## src/rtl/mul_seq_pkg.sv

```systemverilog
// Shared types, default widths and helpers for the sequential shift-add multiplier.
package mul_seq_pkg;

  localparam int DEF_A_W   = 3;
  localparam int DEF_B_W   = 3;
  localparam int DEF_OUT_W = 4;

  typedef enum logic [1:0] {
    IDLE = 2'd0,
    BUSY = 2'd1,
    DONE = 2'd2
  } mul_state_t;

  // Bits needed to count 0 .. n-1, never less than one bit.
  function automatic int cnt_width(input int n);
    return (n > 1) ? $clog2(n) : 1;
  endfunction

endpackage

```

## src/rtl/mul_seq_unit_if.sv

```systemverilog
// Operand/result handshake bundle between an initiator (master) and mul_seq_unit (slave).
interface mul_seq_unit_if
  import mul_seq_pkg::*;
#(
  parameter int A_W   = DEF_A_W,
  parameter int B_W   = DEF_B_W,
  parameter int OUT_W = DEF_OUT_W
);

  logic             in_valid;
  logic             in_ready;
  logic [A_W-1:0]   a;
  logic [B_W-1:0]   b;
  logic             out_valid;
  logic             out_ready;
  logic [OUT_W-1:0] result;
  logic             ovf;

  modport master (
    output in_valid, a, b, out_ready,
    input  in_ready, out_valid, result, ovf
  );

  modport slave (
    input  in_valid, a, b, out_ready,
    output in_ready, out_valid, result, ovf
  );

endinterface

```

## src/rtl/mul_seq_fmt.sv

```systemverilog
// Combinational formatter: full product -> {result, ovf}.
// With MUL_SAT_EN defined an overflowing product saturates to all-ones instead of truncating.
module mul_seq_fmt #(
  parameter int P_W   = 6,
  parameter int OUT_W = 4
) (
  input  logic [P_W-1:0]   prod,
  output logic [OUT_W-1:0] result,
  output logic             ovf
);

  generate
    if (OUT_W >= P_W) begin : g_wide
      assign result = OUT_W'(prod);
      assign ovf    = 1'b0;
    end else begin : g_narrow
      logic ovf_s;
      assign ovf_s = |prod[P_W-1:OUT_W];
`ifdef MUL_SAT_EN
      assign result = ovf_s ? {OUT_W{1'b1}} : prod[OUT_W-1:0];
`else
      assign result = prod[OUT_W-1:0];
`endif
      assign ovf = ovf_s;
    end
  endgenerate

endmodule

```

## src/rtl/mul_seq_unit.sv

```systemverilog
// Sequential shift-add unsigned multiplier, one operation in flight, B_W busy cycles.
// Optional saturation of the returned result is selected with MUL_SAT_EN (see mul_seq_fmt).
module mul_seq_unit
  import mul_seq_pkg::*;
#(
  parameter int A_W   = DEF_A_W,
  parameter int B_W   = DEF_B_W,
  parameter int OUT_W = DEF_OUT_W
) (
  input  logic         clk,
  input  logic         rst_n,
  mul_seq_unit_if.slave bus
);

  localparam int P_W   = A_W + B_W;
  localparam int CNT_W = cnt_width(B_W);
  localparam logic [CNT_W-1:0] CNT_LAST = CNT_W'(B_W - 1);

  mul_state_t       state_r;
  mul_state_t       state_nxt_s;
  logic [P_W-1:0]   a_sh_r;
  logic [B_W-1:0]   b_sh_r;
  logic [P_W-1:0]   acc_r;
  logic [P_W-1:0]   acc_nxt_s;
  logic [CNT_W-1:0] cnt_r;
  logic             in_ready_r;
  logic             in_ready_nxt_s;
  logic             out_valid_r;
  logic             out_valid_nxt_s;
  logic [OUT_W-1:0] result_r;
  logic             ovf_r;
  logic [OUT_W-1:0] fmt_result_s;
  logic             fmt_ovf_s;
  logic             accept_s;
  logic             last_s;

  assign accept_s = (state_r == IDLE) && in_ready_r && bus.in_valid;
  assign last_s   = (state_r == BUSY) && (cnt_r == CNT_LAST);

  // Partial-product accumulation for the current multiplier bit.
  always_comb begin
    acc_nxt_s = acc_r;
    if (b_sh_r[0]) begin
      acc_nxt_s = acc_r + a_sh_r;
    end else begin
      acc_nxt_s = acc_r;
    end
  end

  // The formatter sees the final accumulator value on the last busy edge.
  mul_seq_fmt #(
    .P_W  (P_W),
    .OUT_W(OUT_W)
  ) u_fmt (
    .prod  (acc_nxt_s),
    .result(fmt_result_s),
    .ovf   (fmt_ovf_s)
  );

  // FSM state register.
  always_ff @(posedge clk or negedge rst_n) begin
    if (!rst_n) begin
      state_r <= IDLE;
    end else begin
      state_r <= state_nxt_s;
    end
  end

  // FSM next-state logic.
  always_comb begin
    state_nxt_s = state_r;
    case (state_r)
      IDLE: begin
        if (accept_s) state_nxt_s = BUSY;
        else          state_nxt_s = IDLE;
      end
      BUSY: begin
        if (last_s) state_nxt_s = DONE;
        else        state_nxt_s = BUSY;
      end
      DONE: begin
        if (bus.out_ready) state_nxt_s = IDLE;
        else               state_nxt_s = DONE;
      end
      default: state_nxt_s = IDLE;
    endcase
  end

  // FSM outputs, decoded from the upcoming state so the handshake flags are registered.
  always_comb begin
    in_ready_nxt_s  = 1'b0;
    out_valid_nxt_s = 1'b0;
    case (state_nxt_s)
      IDLE:    in_ready_nxt_s  = 1'b1;
      DONE:    out_valid_nxt_s = 1'b1;
      default: begin
        in_ready_nxt_s  = 1'b0;
        out_valid_nxt_s = 1'b0;
      end
    endcase
  end

  // Operand shift registers, accumulator and step counter.
  always_ff @(posedge clk or negedge rst_n) begin
    if (!rst_n) begin
      a_sh_r <= {P_W{1'b0}};
      b_sh_r <= {B_W{1'b0}};
      acc_r  <= {P_W{1'b0}};
      cnt_r  <= {CNT_W{1'b0}};
    end else if (accept_s) begin
      a_sh_r <= {{B_W{1'b0}}, bus.a};
      b_sh_r <= bus.b;
      acc_r  <= {P_W{1'b0}};
      cnt_r  <= {CNT_W{1'b0}};
    end else if (state_r == BUSY) begin
      acc_r  <= acc_nxt_s;
      a_sh_r <= a_sh_r << 1'b1;
      b_sh_r <= b_sh_r >> 1'b1;
      cnt_r  <= cnt_r + {{(CNT_W-1){1'b0}}, 1'b1};
    end else begin
      acc_r  <= acc_r;
      a_sh_r <= a_sh_r;
      b_sh_r <= b_sh_r;
      cnt_r  <= cnt_r;
    end
  end

  // Registered handshake flags and result, held stable through DONE.
  always_ff @(posedge clk or negedge rst_n) begin
    if (!rst_n) begin
      in_ready_r  <= 1'b0;
      out_valid_r <= 1'b0;
      result_r    <= {OUT_W{1'b0}};
      ovf_r       <= 1'b0;
    end else begin
      in_ready_r  <= in_ready_nxt_s;
      out_valid_r <= out_valid_nxt_s;
      if (last_s) begin
        result_r <= fmt_result_s;
        ovf_r    <= fmt_ovf_s;
      end else begin
        result_r <= result_r;
        ovf_r    <= ovf_r;
      end
    end
  end

  assign bus.in_ready  = in_ready_r;
  assign bus.out_valid = out_valid_r;
  assign bus.result    = result_r;
  assign bus.ovf       = ovf_r;

endmodule

```

## src/flat_wrapper.sv

```systemverilog
// flat-port wrapper written by rule: the top's interface ports become plain ports
module mul_seq_unit_flat import mul_seq_pkg::*;
#(
  parameter int A_W   = DEF_A_W,
  parameter int B_W   = DEF_B_W,
  parameter int OUT_W = DEF_OUT_W
)
  (clk, rst_n, bus_in_valid, bus_a, bus_b, bus_out_ready, bus_in_ready, bus_out_valid, bus_result, bus_ovf);
  mul_seq_unit_if #(.A_W(A_W), .B_W(B_W), .OUT_W(OUT_W)) bus_i ();
  input  logic clk;
  input  logic rst_n;
  input wire logic [$bits(bus_i.in_valid)-1:0] bus_in_valid;
  input wire logic [$bits(bus_i.a)-1:0] bus_a;
  input wire logic [$bits(bus_i.b)-1:0] bus_b;
  input wire logic [$bits(bus_i.out_ready)-1:0] bus_out_ready;
  output wire logic [$bits(bus_i.in_ready)-1:0] bus_in_ready;
  output wire logic [$bits(bus_i.out_valid)-1:0] bus_out_valid;
  output wire logic [$bits(bus_i.result)-1:0] bus_result;
  output wire logic [$bits(bus_i.ovf)-1:0] bus_ovf;
  assign bus_i.in_valid = bus_in_valid;
  assign bus_i.a = bus_a;
  assign bus_i.b = bus_b;
  assign bus_i.out_ready = bus_out_ready;
  assign bus_in_ready = bus_i.in_ready;
  assign bus_out_valid = bus_i.out_valid;
  assign bus_result = bus_i.result;
  assign bus_ovf = bus_i.ovf;
  mul_seq_unit #(.A_W(A_W), .B_W(B_W), .OUT_W(OUT_W)) u_core (.clk(clk), .rst_n(rst_n), .bus(bus_i));
endmodule
```

## config.mk

```make
export PLATFORM = sky130hd
export DESIGN_NAME = mul_seq_unit_flat
export DESIGN_NICKNAME = d
export VERILOG_FILES = /design/src/rtl/mul_seq_pkg.sv /design/src/rtl/mul_seq_unit_if.sv /design/src/rtl/mul_seq_fmt.sv /design/src/rtl/mul_seq_unit.sv /design/src/flat_wrapper.sv
export SDC_FILE = /design/constraint.sdc
export NUM_CORES = 1
export LEC_CHECK = 0
export CAP_MARGIN = 20
export CORE_MARGIN = 3
export CORE_UTILIZATION = 30
export CTS_CLUSTER_DIAMETER = 50
export DETAILED_ROUTE_END_ITERATION = 16
export GPL_ROUTABILITY_DRIVEN = 1
export PLACE_DENSITY_LB_ADDON = 0.05
export REMOVE_ABC_BUFFERS = 1
export SLEW_MARGIN = 30
export SYNTH_ARGS = -nofsm -noshare
export SYNTH_HDL_FRONTEND = slang
export SYNTH_SLANG_ARGS = --single-unit
```

## constraint.sdc

```tcl
create_clock -name clk -period 1.8 [get_ports clk]
set_input_delay 0.36 -clock clk [delete_from_list [all_inputs] [get_ports clk]]
set_output_delay 0.36 -clock clk [all_outputs]
set_load 0.05 [all_outputs]
```

==> run summary, run 1 <==
status = finished with violations
failing checks = negative setup slack
gpl congestion = 0.774
share of power burned in registers = 32.3%
library cells used by synthesis = 33
max-slew violations = 0
Net Sw Frac = 43.6%
max_cap viols = 0
final HPWL from detailed placement = 2340 um
port bufs = 16
final net count = 183
core area = 4090 um^2
met1 Use GR = 18.1%
Combinational Power Share = 55.6%
global-route usage over all layers = 13.5%
CTS Sinks = 26
pwr/cell area = 1800 nW/um^2
Critical Path Source Type = flip-flop
1st-pass router iterations = 4
Worst Path Max Fanout = 2
worst min-delay path category = primary input to async pin
Clock transition at path regs = 0.10 ns
Clock Power Share = 12.1%
site row count = 23
routing usage on met2 = 21.5%
die width = 71.8 um
Die H = 71.8 um
cell count after synthesis = 129
Post-Syn Area per Cell = 10.1 um^2
crit share post-route = 102%
grt ovf = 0
WL/cell = 14.8 um
post-DR vias/cell = 4.90
Worst Path Required = 1.96 ns
RSZ-0062 raised after global routing = yes
CTS max path bufs = 2
CP Class = flip-flop to flip-flop
root buffer cell = clkbuf_8
CTS buffer count = 3
number of synthesized flops with an enable pin = 0
placed cells = 210
diode count = 0
flops & latches, synth = 26
Setup Slack @ Placement = -0.0619 ns
Post-Layout Cell Count = 215
Mapped Area = 1300 um^2
Final setup viols = 1
I/O pin cnt = 17
worst skew pair latency = 0.28 ns
routed vias = 1053
Top Usage Layer GRT = met2
Antenna Violating Nets Remaining = 0
setup TNS = -0.0359 ns
FMAX = 545 MHz
initial antenna violation count = 0
register area share after synthesis = 50.1%
CTS tree = built
largest net degree at the start of global routing = 27
VDD IR-drop max = 0.623 mV
remaining design rule violation count = 0
Leak = 0.793 nW
DR iter-0 viols = 43
min cycle time layout = 1.84 ns
Crit. End Element = flip-flop
first-pass GRT wire length = 5380 um
worst slew pin tran = 0.342 ns
Post-synth ARST share = 100%
vias in the first global route = 1086
Net Switching = 1.38 mW
Data arrival, critical path = 2.00 ns
clk_skew = 0.0160 ns
cell internal pwr = 1.78 mW
Final WS setup = -0.0359 ns
Hold Fails Final Rpt = 0
layout cells sized above 1 = 26.7%
H-tree depth = 1
Yosys warnings = 0
WHS = 0.438 ns
Area Overhead vs Synth = 35.1%
starting density of the core = 31.8%
slew margin rel. = 77.2%
Hold Buf Count CTS = 0
GR met3 Demand/Resource = 3.23%
Main synth FF type = dfrtp_1
final wirelength = 3170 um
Die ar. = 5150 um^2
layer usage:
layer	vias up	part of all wire, %
li1	532	-
met1	495	46
met2	24	50
met3	2	3.4
met4	0	0.60
met5	-	0
timing repair:
item	CTS	global route
endpoints found under the setup margin	3	3
gates resized for setup	5	4
buffers inserted	0	1
pin swaps	4	12
endpoints found under the hold margin	0	0
cell families after synthesis:
kind of cell             share of synthesized area (%)
AND/OR/NAND/NOR                                   14.5
AO/OA/AOI/OAI                                     21.3
adder cells (fa/ha/maj)                           7.32
flip-flops                                        50.1
multiplexers                                      1.54
XOR/XNOR                                          2.02
buffers and inverters                             3.27
flip-flops by register name, summed over array words and instances, names as in the netlist:
name,count
u_core.a_sh_r,6
u_core.acc_r,6
u_core.b_sh_r,3
u_core.bus.in_ready,1
u_core.bus.out_valid,1
u_core.bus.ovf,1
u_core.bus.result,4
u_core.cnt_r,2
u_core.state_r,2
critical path, stage by stage (launching register included):
cell,delay (ns)
dfrtp_1,0.37
ha_2,0.18
inv_1,0.05
fa_2,0.34
nand2b_4,0.15
a21oi_2,0.16
xor2_1,0.11
a211oi_1,0.26
a31oi_1,0.11
per-stage QoR:
| step | cell area (um^2) | power [mW] | utilization [%] |
|---|---|---|---|
| 2_1_floorplan | 1280 | 2.01 | - |
| 3_3_place_gp | 1630 | 2.71 | 40.0 |
| 3_5_place_dp | 1630 | 2.71 | 40.0 |
| 4_1_cts | 1720 | 3.14 | 42.0 |
| 5_1_grt | 1750 | 3.44 | 42.9 |
| 6_report | 1750 | 3.16 | 42.9 |
power by group through the flow:
stage / sequential [mW] / clock [mW] / combinational, mW
3_5_place_dp: 1.02 / 0 / 1.69
5_1_grt: 1.06 / 0.424 / 1.95
3_3_place_gp: 1.02 / 0 / 1.69
6_report: 1.02 / 0.384 / 1.76
2_1_floorplan: 1.24 / 0 / 0.776
4_1_cts: 1.01 / 0.399 / 1.73
cells in the mapped netlist, types with 2 or more instances:
cell / number / area (um^2)
a32o_1: 4 / 40.0
dfrtp_1: 26 / 651
inv_1: 6 / 22.5
a21oi_1: 7 / 35.0
a21o_1: 2 / 15.0
a211o_1: 2 / 17.5
clkbuf_1: 4 / 15.0
a22oi_1: 2 / 15.0
nor2b_1: 2 / 12.5
mux2i_1: 2 / 20.0
o21ai_0: 15 / 75.1
ha_1: 6 / 75.1
nand2b_1: 4 / 25.0
xnor2_1: 2 / 17.5
a31oi_1: 2 / 12.5
nor2_1: 5 / 18.8
nand2_1: 22 / 82.6
layout make-up:
cell class | count | area [um^2]
clock buffers | 4 | 55.1
multi-input cells | 92 | 659
flip-flops and latches | 26 | 651
repair buffers | 37 | 304
well taps | 50 | 62.6
fillers | 394 | 2330
inverters | 6 | 22.5
worst paths after layout:
check | endpoint | from | slack [ns] | cells past startpoint
setup / recovery | u_core.bus.ovf | u_core.a_sh_r[0] | -0.04 | 8
max in group asynchronous | u_core.b_sh_r[2] | rst_n | 1.09 | 2
min in group clk | u_core.b_sh_r[1] | u_core.b_sh_r[1] | 0.48 | 2
hold / removal | u_core.bus.result[1] | rst_n | 0.44 | 2
hold reg to reg | u_core.b_sh_r[1] | u_core.b_sh_r[1] | 0.48 | 2
setup reg to reg | u_core.bus.ovf | u_core.a_sh_r[0] | -0.04 | 8
cell usage in the layout, fill, tap and decap left out, drive strengths merged:
master         instances
nor2                   5
a21o                   2
o31ai                  1
a22oi                  2
a32o                   4
a211o                  2
and4bb                 1
a211oi                 1
a221oi                 1
buf                   28
a221o                  1
mux2i                  2
nand2                 22
fa                     1
nand4                  1
xnor2                  2
xor2                   1
inv                    6
nand2b                 4
o22ai                  1
ha                     6
o21ai                 16
dfrtp                 26
clkdlybuf4s50          9
nand3                  2
o21bai                 1
a21oi                  7
and2                   1
nor2b                  2
o21a                   1
a31oi                  2
clkbuf                 4
No activity file was read; power rests on OpenSTA's default activity.
==> run 2: changes to the inputs <==
ABC_AREA = 1   (was not set)
==> run summary, run 2 <==
status = finished clean
Clock transition at path regs = 0.09 ns (about the same)
Critical Path Source Type = flip-flop
worst skew pair latency = 0.28 ns (about the same)
cell count after synthesis = 147 (+14%)
Data arrival, critical path = 1.82 ns (-0.18 ns)
root buffer cell = clkbuf_8
register area share after synthesis = 49.6% (-0.48 points)
initial antenna violation count = 0 (unchanged)
layout cells sized above 1 = 19.6% (-7.0 points)
WL/cell = 12.9 um (-12%)
starting density of the core = 31.9% (+0.082 points)
clk_skew = 0.00673 ns (-0.00928 ns)
Leak = 0.796 nW (+0.37%)
DR iter-0 viols = 27 (-37%)
Top Usage Layer GRT = met2
flops & latches, synth = 26 (unchanged)
port bufs = 16 (unchanged)
H-tree depth = 1 (unchanged)
final net count = 186 (+1.6%)
max-slew violations = 0 (unchanged)
number of synthesized flops with an enable pin = 0 (unchanged)
Main synth FF type = dfrtp_1
remaining design rule violation count = 0 (unchanged)
worst reg2reg setup slack = 0.15 ns (+0.18 ns)
Area Overhead vs Synth = 21.9%
Net Switching = 1.39 mW (+0.96%)
diode count = 0 (unchanged)
first-pass GRT wire length = 5040 um (-6.3%)
pwr/cell area = 1870 nW/um^2 (+4.0%)
Crit. End Element = flip-flop
CTS tree = built
CTS Sinks = 26 (unchanged)
largest net degree at the start of global routing = 27 (unchanged)
synth cell count leaders = 37 x nand2_1, 26 x dfrtp_1, 22 x inv_1, 10 x o21ai_1, 8 x nand3_1
Die ar. = 5200 um^2 (+0.88%)
max_cap viols = 0 (unchanged)
Hold Buf Count CTS = 0 (unchanged)
Final WS setup = 0.149 ns (+0.185 ns)
Combinational Power Share = 53.4% (-2.2 points)
r2r endpoint = u_core.bus.ovf
Post-Layout Cell Count = 218 (+1.4%)
routed vias = 994 (-5.6%)
cell internal pwr = 1.60 mW (-10%)
Hold Fails Final Rpt = 0 (unchanged)
post-DR vias/cell = 4.56 (-6.9%)
library cells used by synthesis = 27 (-18%)
Clock Power Share = 12.9% (+0.8 points)
CTS buffer count = 3 (unchanged)
setup TNS = 0 ns (+0.0359 ns)
Post-DP Area = 1520 um^2 (-7.1%)
Synth area leader = dfrtp_1
Post-Syn Area per Cell = 8.92 um^2 (-11%)
global-route usage over all layers = 12.6% (-0.95 points)
vias in the first global route = 1013 (-6.7%)
die width = 72.1 um (+0.44%)
CP Class = flip-flop to flip-flop
final HPWL from detailed placement = 2110 um (-9.9%)
placed cells = 213 (+1.4%)
synth top area cells = dfrtp_1 50%, nand2_1 11%, inv_1 6.3%, ha_1 5.7%, o21ai_1 3.8%
top-count cell post-synth = nand2_1
Setup Slack @ Placement = 0.117 ns (+0.179 ns)
worst min-delay path category = primary input to async pin
GR met3 Demand/Resource = 3.60% (+0.38 points)
share of power burned in registers = 33.7% (+1.4 points)
Final setup viols = 0 (-1)
Worst Path Max Fanout = 2 (unchanged)
site row count = 23 (unchanged)
met1 Use GR = 17.9% (-0.16 points)
worst r2r src = u_core.a_sh_r[0]
Post-synth ARST share = 100% (unchanged)
Worst Path Required = 1.96 ns (about the same)
Die H = 72.1 um (+0.44%)
final wirelength = 2820 um (-11%)
Antenna Violating Nets Remaining = 0 (unchanged)
Synth top area share = 49.6% (-0.48 points)
CTS max path bufs = 2 (unchanged)
core area = 4120 um^2 (+0.70%)
routing usage on met2 = 19.0% (-2.5 points)
grt ovf = 0 (unchanged)
FF-to-FF path depth = 11 (+3)
1st-pass router iterations = 4 (unchanged)
Net Sw Frac = 46.5% (+2.9 points)
min cycle time layout = 1.65 ns (-0.185 ns)
FMAX = 606 MHz (+11%)
commonest non-fill, non-tap cells in the layout = 36 x nand2_1, 26 x dfrtp_1, 21 x inv_1, 11 x buf_4, 10 x o21ai_1
gpl congestion = 0.771 (-0.40%)
Filler cells = 434 (+10%)
I/O pin cnt = 17 (unchanged)
crit share post-route = 91.7% (-10 points)
Mapped Area = 1310 um^2 (+0.96%)
Yosys warnings = 0 (unchanged)
commonest non-fill, non-tap cell in the layout = nand2_1
VDD IR-drop max = 0.706 mV (+13%)
Final Cell Area = 1600 um^2 (-8.9%)
worst slew pin tran = 0.418 ns (+0.0763 ns)
slew margin rel. = 71.9% (-5.3 points)
## run 2: repair_timing
item | in CTS | in global routing
buffers inserted | 0 | 1
setup endpoints to repair | 0 | 1
resized for setup | 0 | 6
## run 2: worst max path at each step
stage	start	endpoint	slack [ns]	cells after the start
after global routing	u_core.acc_r[0]	u_core.bus.ovf	-0.001	11
after global placement	u_core.acc_r[0]	u_core.bus.ovf	0.14	11
after floorplan	u_core.acc_r[0]	u_core.bus.ovf	0.28	11
after detailed placement	u_core.acc_r[0]	u_core.bus.ovf	0.12	11
final	u_core.a_sh_r[0]	u_core.bus.ovf	0.15	11
after CTS	u_core.acc_r[0]	u_core.bus.ovf	0.1	11
## run 2: layer usage
metal / part of all wire, % / wire length (um)
met5: 0 / 0
met4: 0.96 / 27
met3: 3.4 / 95
met2: 43 / 1200
met1: 53 / 1490
## run 2: power groups by stage
stage | registers, mW | logic (mW) | clock network, mW
2_1_floorplan | 1.22 | 0.928 | 0
3_3_place_gp | 1.03 | 1.58 | 0
3_5_place_dp | 1.02 | 1.58 | 0
4_1_cts | 1.01 | 1.59 | 0.403
5_1_grt | 1.05 | 1.82 | 0.425
6_report | 1.01 | 1.60 | 0.387
## run 2: worst max-delay path: stages, from the launching register on
cell and delay [ns]:
dfrtp_1 0.36, ha_2 0.18, inv_1 0.06, fa_2 0.37, inv_2 0.07, nand3_2 0.06
nand2_1 0.08, nand2_1 0.06, nand3_2 0.07, nand2_2 0.06, nor2_1 0.10, a21oi_1 0.07
## run 2: cell families after synthesis
group	Yosys count	synth area share, %
AO/OA/AOI/OAI	29	13.6
XOR/XNOR	2	1.34
adder cells (fa/ha/maj)	7	7.25
buffers and inverters	29	9.06
flip-flops	26	49.6
AND/OR/NAND/NOR	54	19.1
## run 2: cell type report
cell class	count	area (um^2)	share of cell area [%]
timing repair buffer	20	173	10.8
clock buffer	4	55.1	3.45
tap	50	62.6	3.92
sequential	26	651	40.7
inverter	26	97.6	6.11
multi-input combinational	92	559	35.0
## run 2: stage by stage
stage	utilization, %	total power, mW	hold WS (ns)
floorplan	-	2.15	0.0644
finish	38.8	3.00	0.451
detailed placement	36.9	2.61	0.469
global route	38.8	3.29	0.473
global placement	36.9	2.60	0.465
CTS	38.2	3.00	0.465
==> run 3: changes to the inputs <==
CTS_CLUSTER_DIAMETER = 150   (was 50)
==> results of run 3 <==
The final DEF is identical to that of run 2; final timing and power are the same.
